--- config.mk ---
export PLATFORM = sky130hd
export DESIGN_NAME = jk_bank_writer
export DESIGN_NICKNAME = d
export VERILOG_FILES = /design/src/rtl/jk_writer_pkg.sv /design/src/rtl/jk_excite.sv /design/src/rtl/jk_bank_writer.sv
export SDC_FILE = /design/constraint.sdc
export NUM_CORES = 1
export LEC_CHECK = 0
export ABC_AREA = 1
export BUFFER_PORTS_ARGS = -buffer_cell sky130_fd_sc_hd__buf_2
export CORE_UTILIZATION = 54
export CTS_BUF_LIST = sky130_fd_sc_hd__clkbuf_8 sky130_fd_sc_hd__clkbuf_16
export CTS_CLUSTER_SIZE = 40
export DETAILED_ROUTE_END_ITERATION = 6
export PLACE_DENSITY = 0.81
export SLEW_MARGIN = 10
export SYNTH_ARGS = -nofsm -noshare
export SYNTH_HDL_FRONTEND = slang
export SYNTH_SLANG_ARGS = --single-unit
--- constraint.sdc ---
create_clock -name C -period 3.7 [get_ports C]
set_input_delay 0.185 -clock C [delete_from_list [all_inputs] [get_ports C]]
set_output_delay 0.185 -clock C [all_outputs]
set_load 0.005 [all_outputs]
--- src/rtl/jk_writer_pkg.sv ---
// Shared state encoding and default parameters for the JK bank writer.
package jk_writer_pkg;

  typedef enum logic [1:0] {
    IDLE   = 2'd0,
    APPLY  = 2'd1,
    SETTLE = 2'd2,
    CHECK  = 2'd3
  } state_t;

  localparam int DEF_WIDTH       = 4;
  localparam int DEF_TOGGLE_PREF = 0;
  localparam int DEF_SETTLE_CYC  = 1;
  localparam int DEF_MAX_RETRY   = 2;

endpackage

--- src/rtl/jk_excite.sv ---
// Per-bit JK excitation: J/K needed to move each flop from q to t in one edge.
module jk_excite
  import jk_writer_pkg::*;
#(
  parameter int WIDTH       = DEF_WIDTH,
  parameter int TOGGLE_PREF = DEF_TOGGLE_PREF
) (
  input  logic [WIDTH-1:0] q,
  input  logic [WIDTH-1:0] t,
  output logic [WIDTH-1:0] j,
  output logic [WIDTH-1:0] k
);

  localparam logic TOG = (TOGGLE_PREF != 0);

  for (genvar i = 0; i < WIDTH; i++) begin : g_bit
    // Don't-care side of the table is filled with 1 when toggling is preferred.
    assign j[i] = (q[i] != t[i]) && (!q[i] || TOG);
    assign k[i] = (q[i] != t[i]) && ( q[i] || TOG);
  end

endmodule

--- src/rtl/jk_bank_writer.sv ---
// Drives an external JK flip-flop bank to a target word: one-cycle J/K pulse,
// settle, verify against feedback, bounded retry, DONE or sticky ERR.
module jk_bank_writer
  import jk_writer_pkg::*;
#(
  parameter int WIDTH       = DEF_WIDTH,
  parameter int TOGGLE_PREF = DEF_TOGGLE_PREF,
  parameter int SETTLE_CYC  = DEF_SETTLE_CYC,
  parameter int MAX_RETRY   = DEF_MAX_RETRY
) (
  input  logic             C,
  input  logic             RESET,
  input  logic             TGT_VALID,
  input  logic [WIDTH-1:0] TGT,
  output logic             TGT_READY,
  input  logic [WIDTH-1:0] Q_FB,
  output logic [WIDTH-1:0] J,
  output logic [WIDTH-1:0] K,
  output logic             BUSY,
  output logic             DONE,
  output logic             ERR,
  output logic [WIDTH-1:0] ERR_MASK
);

  localparam int SW = (SETTLE_CYC > 1) ? $clog2(SETTLE_CYC) : 1;
  localparam int RW = (MAX_RETRY > 0) ? $clog2(MAX_RETRY + 1) : 1;
  localparam logic [SW-1:0] SETTLE_INIT = SW'(SETTLE_CYC - 1);
  localparam logic [RW-1:0] RETRY_LIM   = RW'(MAX_RETRY);

  state_t           state_q, state_d;
  logic [WIDTH-1:0] tgt_q, tgt_d;
  logic [WIDTH-1:0] j_q, j_d, k_q, k_d;
  logic             done_q, done_d;
  logic             err_q, err_d;
  logic [WIDTH-1:0] err_mask_q, err_mask_d;
  logic [RW-1:0]    retry_q, retry_d;
  logic [SW-1:0]    settle_q, settle_d;

  logic             accept;
  logic [WIDTH-1:0] exc_t, exc_j, exc_k;

  assign TGT_READY = (state_q == IDLE) && !RESET;
  assign accept    = TGT_VALID && TGT_READY;

  // In IDLE the excitation targets the incoming word; on retry, the latched one.
  assign exc_t = (state_q == IDLE) ? TGT : tgt_q;

  jk_excite #(
    .WIDTH      (WIDTH),
    .TOGGLE_PREF(TOGGLE_PREF)
  ) u_excite (
    .q(Q_FB),
    .t(exc_t),
    .j(exc_j),
    .k(exc_k)
  );

  always_comb begin
    state_d    = state_q;
    tgt_d      = tgt_q;
    j_d        = '0;
    k_d        = '0;
    done_d     = 1'b0;
    err_d      = err_q;
    err_mask_d = err_mask_q;
    retry_d    = retry_q;
    settle_d   = settle_q;
    case (state_q)
      IDLE: begin
        if (accept) begin
          tgt_d      = TGT;
          j_d        = exc_j;
          k_d        = exc_k;
          err_d      = 1'b0;
          err_mask_d = '0;
          retry_d    = '0;
          state_d    = APPLY;
        end
      end
      APPLY: begin
        settle_d = SETTLE_INIT;
        state_d  = SETTLE;
      end
      SETTLE: begin
        if (settle_q == '0) state_d = CHECK;
        else                settle_d = settle_q - 1'b1;
      end
      CHECK: begin
        if (Q_FB == tgt_q) begin
          done_d  = 1'b1;
          state_d = IDLE;
        end else if (retry_q < RETRY_LIM) begin
          j_d     = exc_j;
          k_d     = exc_k;
          retry_d = retry_q + 1'b1;
          state_d = APPLY;
        end else begin
          err_d      = 1'b1;
          err_mask_d = Q_FB ^ tgt_q;
          state_d    = IDLE;
        end
      end
      default: state_d = IDLE;
    endcase
  end

  always_ff @(posedge C) begin
    if (RESET) begin
      state_q    <= IDLE;
      tgt_q      <= '0;
      j_q        <= '0;
      k_q        <= '0;
      done_q     <= 1'b0;
      err_q      <= 1'b0;
      err_mask_q <= '0;
      retry_q    <= '0;
      settle_q   <= '0;
    end else begin
      state_q    <= state_d;
      tgt_q      <= tgt_d;
      j_q        <= j_d;
      k_q        <= k_d;
      done_q     <= done_d;
      err_q      <= err_d;
      err_mask_q <= err_mask_d;
      retry_q    <= retry_d;
      settle_q   <= settle_d;
    end
  end

  assign J        = j_q;
  assign K        = k_q;
  assign BUSY     = (state_q != IDLE);
  assign DONE     = done_q;
  assign ERR      = err_q;
  assign ERR_MASK = err_mask_q;

endmodule

==> impl_metrics.tcl <==
set metrics [dict create \
    first_iter_violations 23 \
    path_class "reg2reg" \
    overflow 0 \
    hp-class "in2reg" \
    ys.warnings.count 0 \
    io_pins 27 \
    hold_viol 0 \
    wl_mm 2.044 \
    vias 956 \
    worst-r2r-cell-count 8 \
    grt_usage_pct 22.63 \
    gp_congestion 0.8177 \
    hold_start "Q_FB[0]" \
    die_x_um 45.93 \
    final_cells 186 \
    antenna_left 0 \
    setup-tns-final_ns 0 \
    path_max_fanout 11 \
    hold_depth 3 \
    synth-simple-area-share_pct 27.85 \
    syn_nets 148 \
    clock_skew_ns 0.003909 \
    path_buf_inv 2 \
    min_period_ns 1.670 \
    yosys.area.top_type "dfxtp_1" \
    crit_family "simple AND/OR/NAND/NOR gates" \
    syn-mean-instance-area_um2 7.778 \
    syn-cell-area_um2 1042 \
    setup_viol 0 \
    crit_arrival_ns 1.82 \
    drcViolationCount 0 \
    rsz0062_at_grt "no" \
    crit_path_cell_trace "inv_1 -> ha_1 -> inv_2 -> a21oi_4 -> nor2_2 -> nand3_2 -> nand2_1 -> a21oi_1" \
    cp_slowest_cell "dfxtp_1" \
    synthTopCellsByArea "dfxtp_1, nand2_1, a21oi_1" \
    placed_cells 182 \
    maxCapViolCount 0 \
    synthesis.instances 134 \
    max_freq_ghz 0.5986 \
    peakVddDrop_uv 422.1 \
    cp_data_required_time_ns 3.85 \
    async_reset_ff_share_pct 0 \
    start_util_pct 59.08 \
    row_count 15 \
    clock_latency_ns 0.26 \
    final_nets 176 \
    antenna_cells 0 \
    relSlewSlack_pct 71.55 \
    period_share_pct 45.15 \
    avgRoutedWirePerCell_um 10.99 \
    drt-pass1-iter-count 4 \
    numClockSinks 22 \
    grt_pass1_wl_mm 3.353 \
    portBuffers 26 \
    grt_pass1_vias 814 \
    worst-r2r-setup-slack_ns 2.03 \
    cts_tree "yes" \
    max_stage_delay_ns 0.38 \
    cp-start-kind "flop" \
    synth-seq-cells 22 \
    hold_path_end "K[0]" \
    endpoint_kind "flop" \
    power_density_nw_per_um2 592.5 \
    fin_util_pct 69.79 \
    ys.flop_type "dfxtp_1" \
    synth_xor_area_share_pct 0 \
    ctsHoldBuffers 0 \
    cts.path.max_buffers 2 \
    core_region_area_um2 1764 \
    drv_slew 0 \
    die_h_um 45.93 \
    cts-root-buf "clkbuf_8" \
    r2r-end "ERR_MASK[2]" \
    synth_compound_area_share_pct 17.17 \
    synth_top_family_by_area "simple AND/OR/NAND/NOR gates" \
    worst_pin_slew_ns 0.4262 \
    grt_max_degree 17 \
    synth_mux_area_share_pct 0 \
    synth-edff-count 0 \
    yosys.cell_count.top_type "nand2_1" \
    cts_buffers 3 \
    dieArea_um2 2110 \
    synthAdderAreaFrac_pct 3.601 \
    h-tree-depth 1 \
    drive_above_1_share_pct 27.95 \
    status "complete, no violations" \
    synth_top_area_share_pct 42.26 \
    post_cts_buffers 0 \
    yosys-top-cells-count "nand2_1, dfxtp_1, a21oi_1, inv_1" \
    dp_hpwl_mm 1.601 \
    leakagePower_nw 0.5616 \
    seq_area_frac_synth_pct 42.26 \
    cts_resized 0 \
    path_clk_slew_ns 0.07 \
    r2r-start "state_q[0]" \
    antenna_found_initial 0 \
    synth.distinct_cells 21 \
    syn2layout_area_growth_pct 18.13 \
    avgViaCountPerCell 5.140 \
]
## per-stage QoR
stage	area (um2)	total power (W)	hold WS, ns	worst slack (ns)
3_5_place_dp	1176	0.0005665	0.4534	2.044
3_3_place_gp	1176	0.0005517	0.4472	2.148
2_1_floorplan	1042	0.0005173	0.3270	2.341
4_1_cts	1231	0.0007327	0.1838	2.041
6_report	1231	0.0007295	0.1875	2.030
5_1_grt	1231	0.0007817	0.1959	1.853
## cells by family (layout without fill, tap and decap cells)
logic type      count (synthesis)  after routing
compound gates                 30             30
fa+ha+maj                       3              3
buf+inv                        21             48
flops                          22             22
simple gates                   58             58
## worst max path at each step
stage,startpoint,end,slack (ns),depth (start not counted)
floorplan,state_q[0],retry_q[0],2.34,9
global placement,state_q[0],ERR_MASK[3],2.15,8
detailed placement,state_q[0],ERR_MASK[0],2.04,8
CTS,state_q[0],ERR_MASK[0],2.04,8
global route,state_q[0],ERR_MASK[0],1.85,8
finish,state_q[0],ERR_MASK[2],2.03,8
## sequential cells by signal (all words and copies together) (netlist names)
name / flops
J: 4
tgt_q: 4
state_q: 2
K: 4
ERR_MASK: 4
DONE: 1
ERR: 1
retry_q: 2
## where the power goes
group / total (W) / internal, W / switching [W]
Combinational: 0.000288 / 0.0000928 / 0.000195
Clock: 0.000168 / 0.0000948 / 0.0000728
Sequential: 0.000274 / 0.000260 / 0.0000137
Total: 0.000729 / 0.000448 / 0.000282
## metal layers
| layer | GRT usage (%) | share of wire [%] | vias to the layer above |
|---|---|---|---|
| li1 | - | - | 498 |
| met1 | 28.16 | 46 | 429 |
| met2 | 35.49 | 47 | 23 |
| met3 | 3.571 | 3.9 | 6 |
| met4 | 15.29 | 3.3 | 0 |
| met5 | 0 | 0 | - |
## placed cells by master (no fill, tap or decap), types with 2 or more instances in the layout
master	count
a211oi_1	4
a21oi_1	15
buf_2	26
clkbuf_8	4
dfxtp_1	22
ha_1	3
inv_1	15
inv_2	3
nand2_1	31
nand2_2	3
nand3_1	8
nand4_1	5
nor2_1	4
nor2_2	3
nor2_4	2
o21ai_0	8
## area by class of cell
class                      instances  area, um2
sequential                        22      440.4
timing repair buffer              26      130.1
clock buffer                       4      55.05
fill                             165      533.0
tap                               25      31.28
inverter                          18      67.56
multi-input combinational         91      506.7
## worst reg2reg max path: stages (launching register included)
cell and delay [ns]:
dfxtp_1 0.38, inv_1 0.08, ha_1 0.23, inv_2 0.16, a21oi_4 0.06, nor2_2 0.34
nand3_2 0.17, nand2_1 0.08, a21oi_1 0.06
Note: power is estimated with default switching activity, not from simulation.
